`src/rtl/bank_conflict_sched.sv`:
```
// Read-priority scheduler for two interleaved single-port banks (bank = address bit 0).
// Writes that lose their bank to a same-cycle read wait in an in-order buffer that also forwards to reads.
module bank_conflict_sched #(
   parameter int AW    = 8,
   parameter int DW    = 16,
   parameter int DEPTH = 2
) (
   input  logic                       CLK,
   input  logic                       RST,
   input  logic                       RE,
   input  logic [AW-1:0]              R_ADR,
   input  logic                       WE,
   input  logic [AW-1:0]              W_ADR,
   input  logic [DW-1:0]              W_DATA,
   output logic                       W_READY,
   output logic                       R_VLD,
   output logic [DW-1:0]              R_DATA,
   output logic [$clog2(DEPTH):0]     PEND_CNT,
   output logic                       OVF,
   output logic                       EN_0,
   output logic                       WE_0,
   output logic [AW-2:0]              A_0,
   output logic [DW-1:0]              D_0,
   input  logic [DW-1:0]              Q_0,
   output logic                       EN_1,
   output logic                       WE_1,
   output logic [AW-2:0]              A_1,
   output logic [DW-1:0]              D_1,
   input  logic [DW-1:0]              Q_1
);
   localparam int PW = $clog2(DEPTH);
   localparam int CW = PW + 1;

   logic [AW-1:0] buf_adr_q [DEPTH];
   logic [DW-1:0] buf_dat_q [DEPTH];
   logic [PW-1:0] head_q, head_d, tail_q, tail_d;
   logic [CW-1:0] cnt_q, cnt_d;
   logic          ovf_q, ovf_d;
   logic          rvld_q, rbank_q;
   logic          fhit_q, fhit_d;
   logic [DW-1:0] fdat_q, fdat_d;

   logic          w_acc, have_pend, cand_vld, cand_issue, push, pop;
   logic [AW-1:0] cand_adr;
   logic [DW-1:0] cand_dat;
   logic          rd_b0, rd_b1, wr_b0, wr_b1;

   assign W_READY   = (cnt_q < CW'(DEPTH));
   assign w_acc     = WE & W_READY;
   assign have_pend = (cnt_q != '0);

   // The buffer head always goes first so writes retire in acceptance order.
   assign cand_vld   = have_pend | w_acc;
   assign cand_adr   = have_pend ? buf_adr_q[head_q] : W_ADR;
   assign cand_dat   = have_pend ? buf_dat_q[head_q] : W_DATA;
   assign cand_issue = cand_vld & ~(RE & (R_ADR[0] == cand_adr[0]));
   assign pop        = have_pend & cand_issue;
   assign push       = w_acc & (have_pend | ~cand_issue);

   assign rd_b0 = RE & ~R_ADR[0];
   assign rd_b1 = RE &  R_ADR[0];
   assign wr_b0 = cand_issue & ~cand_adr[0];
   assign wr_b1 = cand_issue &  cand_adr[0];

   assign EN_0 = ~RST & (rd_b0 | wr_b0);
   assign WE_0 = ~RST & wr_b0;
   assign A_0  = ~EN_0 ? '0 : (rd_b0 ? R_ADR[AW-1:1] : cand_adr[AW-1:1]);
   assign D_0  = WE_0 ? cand_dat : '0;
   assign EN_1 = ~RST & (rd_b1 | wr_b1);
   assign WE_1 = ~RST & wr_b1;
   assign A_1  = ~EN_1 ? '0 : (rd_b1 ? R_ADR[AW-1:1] : cand_adr[AW-1:1]);
   assign D_1  = WE_1 ? cand_dat : '0;

   // Newest matching entry wins; the same-cycle incoming write is deliberately not considered.
   always_comb begin
      fhit_d = 1'b0;
      fdat_d = '0;
      for (int k = 0; k < DEPTH; k++) begin
         if (RE && (CW'(k) < cnt_q) && (buf_adr_q[head_q + PW'(k)] == R_ADR)) begin
            fhit_d = 1'b1;
            fdat_d = buf_dat_q[head_q + PW'(k)];
         end
      end
   end

   always_comb begin
      head_d = head_q;
      tail_d = tail_q;
      cnt_d  = cnt_q;
      ovf_d  = ovf_q | (WE & ~W_READY);
      if (pop)  head_d = head_q + PW'(1);
      if (push) tail_d = tail_q + PW'(1);
      if (push && !pop)      cnt_d = cnt_q + CW'(1);
      else if (pop && !push) cnt_d = cnt_q - CW'(1);
   end

   always_ff @(posedge CLK or posedge RST) begin
      if (RST) begin
         head_q  <= '0;
         tail_q  <= '0;
         cnt_q   <= '0;
         ovf_q   <= 1'b0;
         rvld_q  <= 1'b0;
         rbank_q <= 1'b0;
         fhit_q  <= 1'b0;
      end else begin
         head_q  <= head_d;
         tail_q  <= tail_d;
         cnt_q   <= cnt_d;
         ovf_q   <= ovf_d;
         rvld_q  <= RE;
         rbank_q <= R_ADR[0];
         fhit_q  <= fhit_d;
      end
   end

   always_ff @(posedge CLK) begin
      fdat_q <= fdat_d;
      if (push) begin
         buf_adr_q[tail_q] <= W_ADR;
         buf_dat_q[tail_q] <= W_DATA;
      end
   end

   assign R_VLD    = rvld_q;
   assign R_DATA   = !rvld_q ? '0 : (fhit_q ? fdat_q : (rbank_q ? Q_1 : Q_0));
   assign PEND_CNT = cnt_q;
   assign OVF      = ovf_q;

endmodule

```
`config.mk`:
```
export PLATFORM = sky130hd
export DESIGN_NAME = bank_conflict_sched
export DESIGN_NICKNAME = d
export VERILOG_FILES = /design/src/rtl/bank_conflict_sched.sv
export SDC_FILE = /design/constraint.sdc
export NUM_CORES = 1
export LEC_CHECK = 0
export ABC_AREA = 1
export CORE_ASPECT_RATIO = 1.75
export CORE_MARGIN = 2
export CORE_UTILIZATION = 40
export CTS_BUF_LIST = sky130_fd_sc_hd__clkbuf_4 sky130_fd_sc_hd__clkbuf_8 sky130_fd_sc_hd__clkbuf_16
export CTS_CLUSTER_SIZE = 28
export DETAILED_ROUTE_END_ITERATION = 12
export PLACE_DENSITY = 0.69
export SETUP_SLACK_MARGIN = 0.15
export SYNTH_ARGS = -nofsm -noshare
export SYNTH_HDL_FRONTEND = slang
export SYNTH_SLANG_ARGS = --single-unit
```
`constraint.sdc`:
```
create_clock -name CLK -period 3.8 [get_ports CLK]
set_input_delay 0.38 -clock CLK [delete_from_list [all_inputs] [get_ports CLK]]
set_output_delay 0.38 -clock CLK [all_outputs]
set_load 0.05 [all_outputs]
```
Word-level counts from Yosys, hierarchy flattened
Memories as Yosys holds them, arrays and structs flattened.
Index checks and enable logic that the tools add are counted.

storage, ports and cells
  bits in registers = 24
  latch bits = 0
  memory bits (writable) = 48
  bits in read-only memories = 0
  bits of input ports = 68
  output and inout bits = 71
  memories = 2

memory list
  memory     depth  width  rd ports  clocked after memory_dff  wr ports  RTL line  text
  buf_dat_q  2      16     2         0                         1         35        logic [DW-1:0] buf_dat_q [DEPTH];
  buf_adr_q  2      8      2         0                         1         34        logic [AW-1:0] buf_adr_q [DEPTH];

operators by class
  $add $sub $neg = 4
  $mul = 0
  divide/modulo/power cells = 0
  order comparisons = 3
  equal/unequal tests = 3
  shift-type cells = 0
  muxes and demuxes = 19
  bitwise gates (word level) = 25
  reductions and logical operators = 10

operators with widths
  cell                 number
  $mux 16              8
  $mux 7               4
  $eq 8x8->1           2
  $and 1x1->1          14
  $mux 8               1
  $logic_and 1x1->1    6
  $not 1->1            6
  $or 1x1->1           5
  $lt 1x2->1 const A   2
  $mux 1               4
  $mux 2               2
  $reduce_bool 2->1    2
  $add 1x1->1 const B  2
  $add 2x1->2 const B  1
  $logic_not 1->1      2
  $lt 2x2->1 const B   1
  $sub 2x1->2 const B  1
  $eq 1x1->1           1

Logic depth before layout (Yosys ltp)
Gate-level depths: netlist (run 1).

  depth in word-level cells = 13
  gate-level depth with buffers = 14

Worst setup path after synthesis (run 1)
Ideal clock, no wire load.

  path type = register to output
  start point = register cnt_q[1], in the netlist PEND_CNT[1]
  end point = output D_0[10]
  arrival time = 3617 ps
  data required time = 3420 ps
  path slack = -197 ps
  stages on the path, launching flop included = 12
  cells stage by stage = dfrtp_1 -> inv_1 -> ha_1 -> buf_2 -> inv_1 -> nand3_1 -> o21ai_2 -> o221ai_1 -> nor2_1 -> inv_2 -> buf_6 -> nor2_1

between the ends
  elaborated cells on any way between the ends = 14
  those cells by class = order compare (1); eq/ne (1); mux (3); bitwise (8); reduce/logical (1)

RTL lines
  item                    RTL line  text
  from (decl)             37        logic [CW-1:0] cnt_q, cnt_d;
  from (signal assigned)  109       cnt_q <= cnt_d;
  $lt 2x2->1              48        assign W_READY = (cnt_q < CW'(DEPTH));
  via W_READY             15        output logic W_READY,
  $and 1x1->1             49        assign w_acc = WE & W_READY;
  $or 1x1->1              53        assign cand_vld = have_pend | w_acc;
  $and 1x1->1             56        assign cand_issue = cand_vld & ~(RE & (R_ADR[0] == cand_adr[0]));
  $and 1x1->1             62        assign wr_b0 = cand_issue & ~cand_adr[0];
  $and 1x1->1             66        assign WE_0 = ~RST & wr_b0;
  via WE_0                21        output logic WE_0,
  $mux 16                 68        assign D_0 = WE_0 ? cand_dat : '0;
  to (decl)               23        output logic [DW-1:0] D_0,

The timed path passes the listed nets, and every way through them passes these cells.

Worst setup path in the final report (run 1)
  start point = register cnt_q[1], in the netlist PEND_CNT[1]
  end point = output D_0[4]

between the ends
  word-level cells in the longest chain between the ends = 9
  elaborated cells on any way between the ends = 14
  those cells by class = order compare (1); eq/ne (1); mux (3); bitwise (8); reduce/logical (1)

ends and longest elaborated chain
  item               RTL line  text
  $reduce_bool 2->1  50        assign have_pend = (cnt_q != '0);
  $mux 8             54        assign cand_adr = have_pend ? buf_adr_q[head_q] : W_ADR;
  $eq 1x1->1         56
  $and 1x1->1        56
  $not 1->1          56
  $and 1x1->1        56
  $and 1x1->1        62
  $and 1x1->1        66
  $mux 16 *          68

Mark *: on every way between the ends. The rest lies on a longest branch, timed or not.

==> out/qor.yml, run 1 <==
status:
  status: "finished clean"
detailed_routing:
  first_pass_iters: 5
  vias_per_cell: 5.11
  drt_iter0_drc: 321
  drt-wirelength-per-cell_um: 15.2
  via_count: 4391
  ant_nets: 0
  drc: 0
  wl_mm: 13.0
yosys:
  post-synth-top-area-cell: "edfxtp_1"
  synthesis.area_per_instance_um2: 7.68
  synth_flop_cell: "edfxtp_1"
  synthCells: 596
  ys_ff_latch: 72
  synth_edf_count: 48
  yosysSeqAreaShare: 0.429
  ys_warn_count: 0
  async_flop_share: 0.111
  netlist_area_um2: 4570
  synth_top_area_frac: 0.315
  synth_nets: 667
  synth_most_common_cell: "nand2_1"
  synth_commonest_cells: "nand2_1, inv_1, o21ai_0"
  synth_cell_types: 36
  synthTopCellsByArea: "edfxtp_1, nand2_1, o21ai_0"
final_layout:
  regArea_um2: 1960
  num_antenna_cells: 0
  layout.nets: 794
  multi_input_area_um2: 2130
  stdcell_count: 860
  area_growth_pct: 47.8
  fillers: 959
  drive_gt1_frac: 0.169
  design_area_um2: 6760
power_and_ir_drop:
  share_comb_of_total_power: 0.608
  p_switching_w: 0.00221
  power.internal_w: 0.00250
  p_leak_nw: 2.94
  powerDensity_nw_per_um2: 697
  seq_power_share: 0.225
  ir_drop_uv: 422
  power.share.clock: 0.168
  swShare: 0.469
floorplan:
  die_area_um2: 12300
  num_rows: 51
  io_pins: 139
  start_util: 0.410
  die_x_um: 84.8
  die_h_um: 145
  coreArea_um2: 11200
sta:
  slew_headroom: 0.484
  finClkSkew_ns: 0.00492
  setup_viol: 0
  worst_pin_slew_ns: 0.774
  holdWs_ns: 0.474
  fmax_mhz: 317
  finalCriticalPeriod_ns: 3.16
  hold_viol: 0
  rsz0062_at_grt: "no"
  period_share: 0.830
  final_max_slew_viol_count: 0
  fin_ws_ns: 0.645
  setup_tns_ns: 0
cts:
  cts_tree: "built"
  cts-root-buf: "clkbuf_16"
  cts_resized: 0
  clockBufferDepth: 2
  postCtsHoldBufs: 0
  numCtsBuffers: 9
  cts_max_level: 3
  clk_latency_ns: 0.33
  clk_pin_slew_ns: 0.05
  clock_sinks: 72
  cts_setup_buffers: 0
global_route:
  grt_max_degree: 33
  antenna_found_initial: 0
  grt_usage: 0.214
  grt_pass1_wl_mm: 21.0
  grt_overflow: 0
  grt_pass1_vias: 4296
placement:
  place_area_um2: 6480
  hpwl_mm: 9.77
  place_ws_ns: 1.06
  port_buffers: 138
  gp_congestion: 0.861
  dp_cells: 844
setup_path:
  cp.required_ns: 3.42
  arrival_ns: 2.78
  start_kind: "register"
  end_kind: "output pin"
  crit_type: "reg2out"
  cp_max_fo: 16
job:
  max_cap_violations: 0
min_path:
  min_path_type: "reg2reg"
[path summary, 6_finish.rpt]
kind | from | endpoint | slack (ns) | depth (start not counted)
max | PEND_CNT[1] | D_0[4] | 0.64 | 10
min | OVF | OVF | 0.47 | 1
min reg2reg | OVF | OVF | 0.47 | 1
max in group asynchronous | RST | R_VLD | 3.03 | 2
max reg2reg | PEND_CNT[1] | buf_adr_q[0][7] | 1.28 | 12
min in group asynchronous | RST | tail_q | 0.50 | 2
[power by group through the flow]
stage | Combinational, W | Sequential, W | Clock [W]
after global placement | 0.00281 | 0.00106 | 0
after global routing | 0.00307 | 0.00107 | 0.000845
after CTS | 0.00287 | 0.00106 | 0.000803
after floorplan | 0.00178 | 0.00109 | 0
after detailed placement | 0.00286 | 0.00107 | 0
final | 0.00286 | 0.00106 | 0.000790
[area by class of cell]
class | count | area share
clock buffer | 10 | 0.0370
clock inverter | 6 | 0.00481
inverter | 88 | 0.0496
multi-input combinational | 407 | 0.315
sequential | 72 | 0.290
tap | 132 | 0.0244
timing repair buffer | 145 | 0.279
[sequential cells by signal, indices dropped and copies added (netlist names)]
signal / flops
buf_adr_q: 16
fhit_q: 1
R_VLD: 1
head_q: 1
OVF: 1
fdat_q: 16
PEND_CNT: 2
buf_dat_q: 32
tail_q: 1
rbank_q: 1
[through the flow]
stage	utilization	total power [W]
finish	0.605	0.00471
global route	0.605	0.00498
CTS	0.605	0.00473
detailed placement	0.580	0.00393
global placement	0.580	0.00387
floorplan	-	0.00287
[placed cells by master, fill, tap and decap left out, drive strengths merged, types with 8 or more instances in the layout]
| master | count |
|---|---|
| clkbuf | 10 |
| nand3 | 52 |
| inv | 88 |
| dfxtp | 16 |
| nor2 | 68 |
| a21oi | 16 |
| dfrtp | 8 |
| o21ai | 72 |
| nand2 | 148 |
| buf | 57 |
| mux2i | 16 |
| edfxtp | 48 |
| clkdlybuf4s50 | 88 |
| mux2 | 16 |
[layer usage]
metal | track usage | vias up | part of all wire
li1 | - | 2179 | -
met1 | 0.226 | 2013 | 0.37
met2 | 0.396 | 169 | 0.54
met3 | 0.0431 | 30 | 0.057
met4 | 0.0984 | 0 | 0.031
met5 | 0 | - | 0
[kinds of logic (layout without fill, tap and decap cells)]
kind of cell,Yosys count,after routing,synth area share
flops,72,72,0.429
xor+xnor,5,5,0.0129
simple gates,271,271,0.253
mux,32,32,0.0744
compound gates,96,96,0.111
fa+ha+maj,3,3,0.00821
buf+inv,117,249,0.112
[worst max-delay path, cell delays in order, from the launching register on]
cell,delay [ns]
dfrtp_1,0.38
inv_1,0.11
ha_1,0.21
inv_1,0.39
nand3_1,0.16
o21ai_2,0.11
o221ai_1,0.18
nor2_2,0.24
inv_2,0.22
nor2_1,0.27
buf_12,0.18
(Power assumes the default switching activity.)
==> inputs of run 2 (changes only) <==
--- a/config.mk
+++ b/config.mk
@@ -12,7 +12,7 @@
 export CTS_BUF_LIST = sky130_fd_sc_hd__clkbuf_4 sky130_fd_sc_hd__clkbuf_8 sky130_fd_sc_hd__clkbuf_16
 export CTS_CLUSTER_SIZE = 28
 export DETAILED_ROUTE_END_ITERATION = 12
-export PLACE_DENSITY = 0.69
+export PLACE_DENSITY = 0.72
 export SETUP_SLACK_MARGIN = 0.15
 export SYNTH_ARGS = -nofsm -noshare
 export SYNTH_HDL_FRONTEND = slang
==> constraint.sdc (replaced) <==
create_clock -name CLK -period 2.8 [get_ports CLK]
set_input_delay 0.28 -clock CLK [delete_from_list [all_inputs] [get_ports CLK]]
set_output_delay 0.28 -clock CLK [all_outputs]
set_load 0.05 [all_outputs]
==> out/qor.yml, run 2 (synthesis results as in run 1) <==
floorplan:
  num_rows: 51  # unchanged
  die_x_um: 84.8  # unchanged
  io_pins: 139  # unchanged
  die_area_um2: 12300  # unchanged
  coreArea_um2: 11200  # unchanged
  start_util: 0.410  # unchanged
  die_h_um: 145  # unchanged
setup_path:
  crit_end: "D_0[9]"  # was D_0[4]
  r2r-end: "buf_dat_q[0][2]"  # was buf_adr_q[0][7]
  end_kind: "output pin"  # unchanged
  start_kind: "register"  # unchanged
  cp_max_fo: 23  # was 16
  crit_start: "PEND_CNT[1]"  # unchanged
  cp.required_ns: 2.52  # was 3.42 ns
  worstRegToRegCells: 13  # was 12
  arrival_ns: 2.32  # was 2.78 ns
  r2r_start: "PEND_CNT[1]"  # unchanged
  rrSetupSlack_ns: 0.42  # was 1.28 ns
  crit_type: "reg2out"  # unchanged
final_layout:
  finalCoreUtilization: 0.621  # was 0.605
  area_growth_pct: 51.6  # was 47.8%
  reg.largest.list: "buf_dat_q x32, buf_adr_q x16, fdat_q x16"  # unchanged
  num_antenna_cells: 0  # unchanged
  design_area_um2: 6930  # was 6760 um^2
  layout.nets: 801  # was 794
  final_cell_mix: "nand2_1, clkdlybuf4s50_1, inv_1"  # unchanged
  drive_gt1_frac: 0.242  # was 0.169
  layout_commonest_cell: "nand2_1"  # unchanged
  largest_reg_flops: 32  # unchanged
  top_register: "buf_dat_q"  # unchanged
cts:
  cts_tree: "built"  # unchanged
  clk_latency_ns: 0.33  # about the same
  cts-root-buf: "clkbuf_16"  # unchanged
  clockBufferDepth: 2  # unchanged
  clock_sinks: 72  # unchanged
  numCtsBuffers: 9  # unchanged
  cts_max_level: 3  # unchanged
  clk_pin_slew_ns: 0.05  # about the same
sta:
  period_share: 0.928
  holdWs_ns: 0.459  # was 0.474 ns
  finalCriticalPeriod_ns: 2.60
  final_max_slew_viol_count: 0  # unchanged
  finClkSkew_ns: 0.00591  # was 0.00492 ns
  rsz0062_at_grt: "yes"  # was no
  hold_viol: 0  # unchanged
  setup_viol: 0  # unchanged
  worst_pin_slew_ns: 0.567  # was 0.774 ns
  slew_headroom: 0.611  # was 0.484
  fmax_mhz: 385
global_route:
  grt_overflow: 0  # unchanged
  grt_pass1_vias: 4421  # was 4296
  grt_max_degree: 50  # was 33
  antenna_found_initial: 0  # unchanged
  grt_pass1_wl_mm: 21.5  # was 21.0 mm
  grt_usage: 0.222  # was 0.214
detailed_routing:
  drc: 0  # unchanged
  first_pass_iters: 4  # was 5
  via_count: 4456  # was 4391
  wl_mm: 13.5  # was 13.0 mm
  drt_iter0_drc: 279  # was 321
  drt-wirelength-per-cell_um: 15.5  # was 15.2 um
  ant_nets: 0  # unchanged
  vias_per_cell: 5.14  # was 5.11
power_and_ir_drop:
  powerDensity_nw_per_um2: 955  # was 697 nW/um^2
  ir_drop_uv: 608  # was 422 uV
  p_leak_nw: 2.93  # was 2.94 nW
  p_total_w: 0.00662  # was 0.00471 W
job:
  max_cap_violations: 0  # unchanged
min_path:
  min_path_type: "in2reg"  # was reg2reg
status:
  status: "finished clean"  # unchanged
placement:
  place_area_um2: 6620  # was 6480 um^2
  hpwl_mm: 10.5  # was 9.77 mm
  gp_congestion: 0.884  # was 0.861
  port_buffers: 138  # unchanged
-- run 2: final cells by class --
type	count	area, um^2
timing repair buffer	152	1720
multi-input combinational	407	2450
sequential	72	1960
clock buffer	11	240
fill	938	4230
inverter	88	362
clock inverter	5	33.8
tap	132	165
-- run 2: what timing repair did --
item	in CTS	in global routing
gates resized for setup	5	5
endpoints found under the setup margin	24	36
buffers inserted	0	2
pin swaps	1	2
hold buffers	0	0
-- run 2: critical path: stages (launching register included) --
cell,delay [ns]
dfrtp_2,0.43
clkinvlp_4,0.11
ha_2,0.24
buf_4,0.36
mux2i_1,0.56
nor2_4,0.10
buf_12,0.17
-- run 2: report_power, final --
part           switching [W]  total, W  internal [W]
clock network       0.000415   0.00103      0.000617
logic                0.00272   0.00414       0.00142
registers           0.000103   0.00145       0.00134
-- run 2: metal layers --
layer	up-vias	wire length [um]	global-route usage
li1	2199	-	-
met1	2077	4780	0.229
met2	146	7550	0.415
met3	34	598	0.0357
met4	0	537	0.119
met5	-	0	0
-- run 2: stage by stage --
stage                     setup WS [ns]  std cells  setup TNS [ns]
after CTS                         0.166        865               0
after global placement            0.442        849               0
after global routing              0.131        867               0
final                             0.202        867               0
after detailed placement          0.404        849               0
after floorplan                  -0.112        596           -2.69
-- run 2: worst min path at each step --
stage          startpoint     end  depth (start not counted)
3_3_place_gp       tail_q  tail_q                          2
2_1_floorplan         RST     OVF                          1
6_report               RE   R_VLD                          1
4_1_cts                RE   R_VLD                          1
3_5_place_dp       tail_q  tail_q                          2
5_1_grt                RE   R_VLD                          1
==> inputs of run 3 (changes only) <==
--- a/config.mk
+++ b/config.mk
@@ -6,6 +6,7 @@
 export NUM_CORES = 1
 export LEC_CHECK = 0
 export ABC_AREA = 1
+export ABC_CLOCK_PERIOD_IN_PS = 2800
 export CORE_ASPECT_RATIO = 1.75
 export CORE_MARGIN = 2
 export CORE_UTILIZATION = 40
==> results of run 3 <==
Final layout, timing and power as in run 2 (identical DEF).
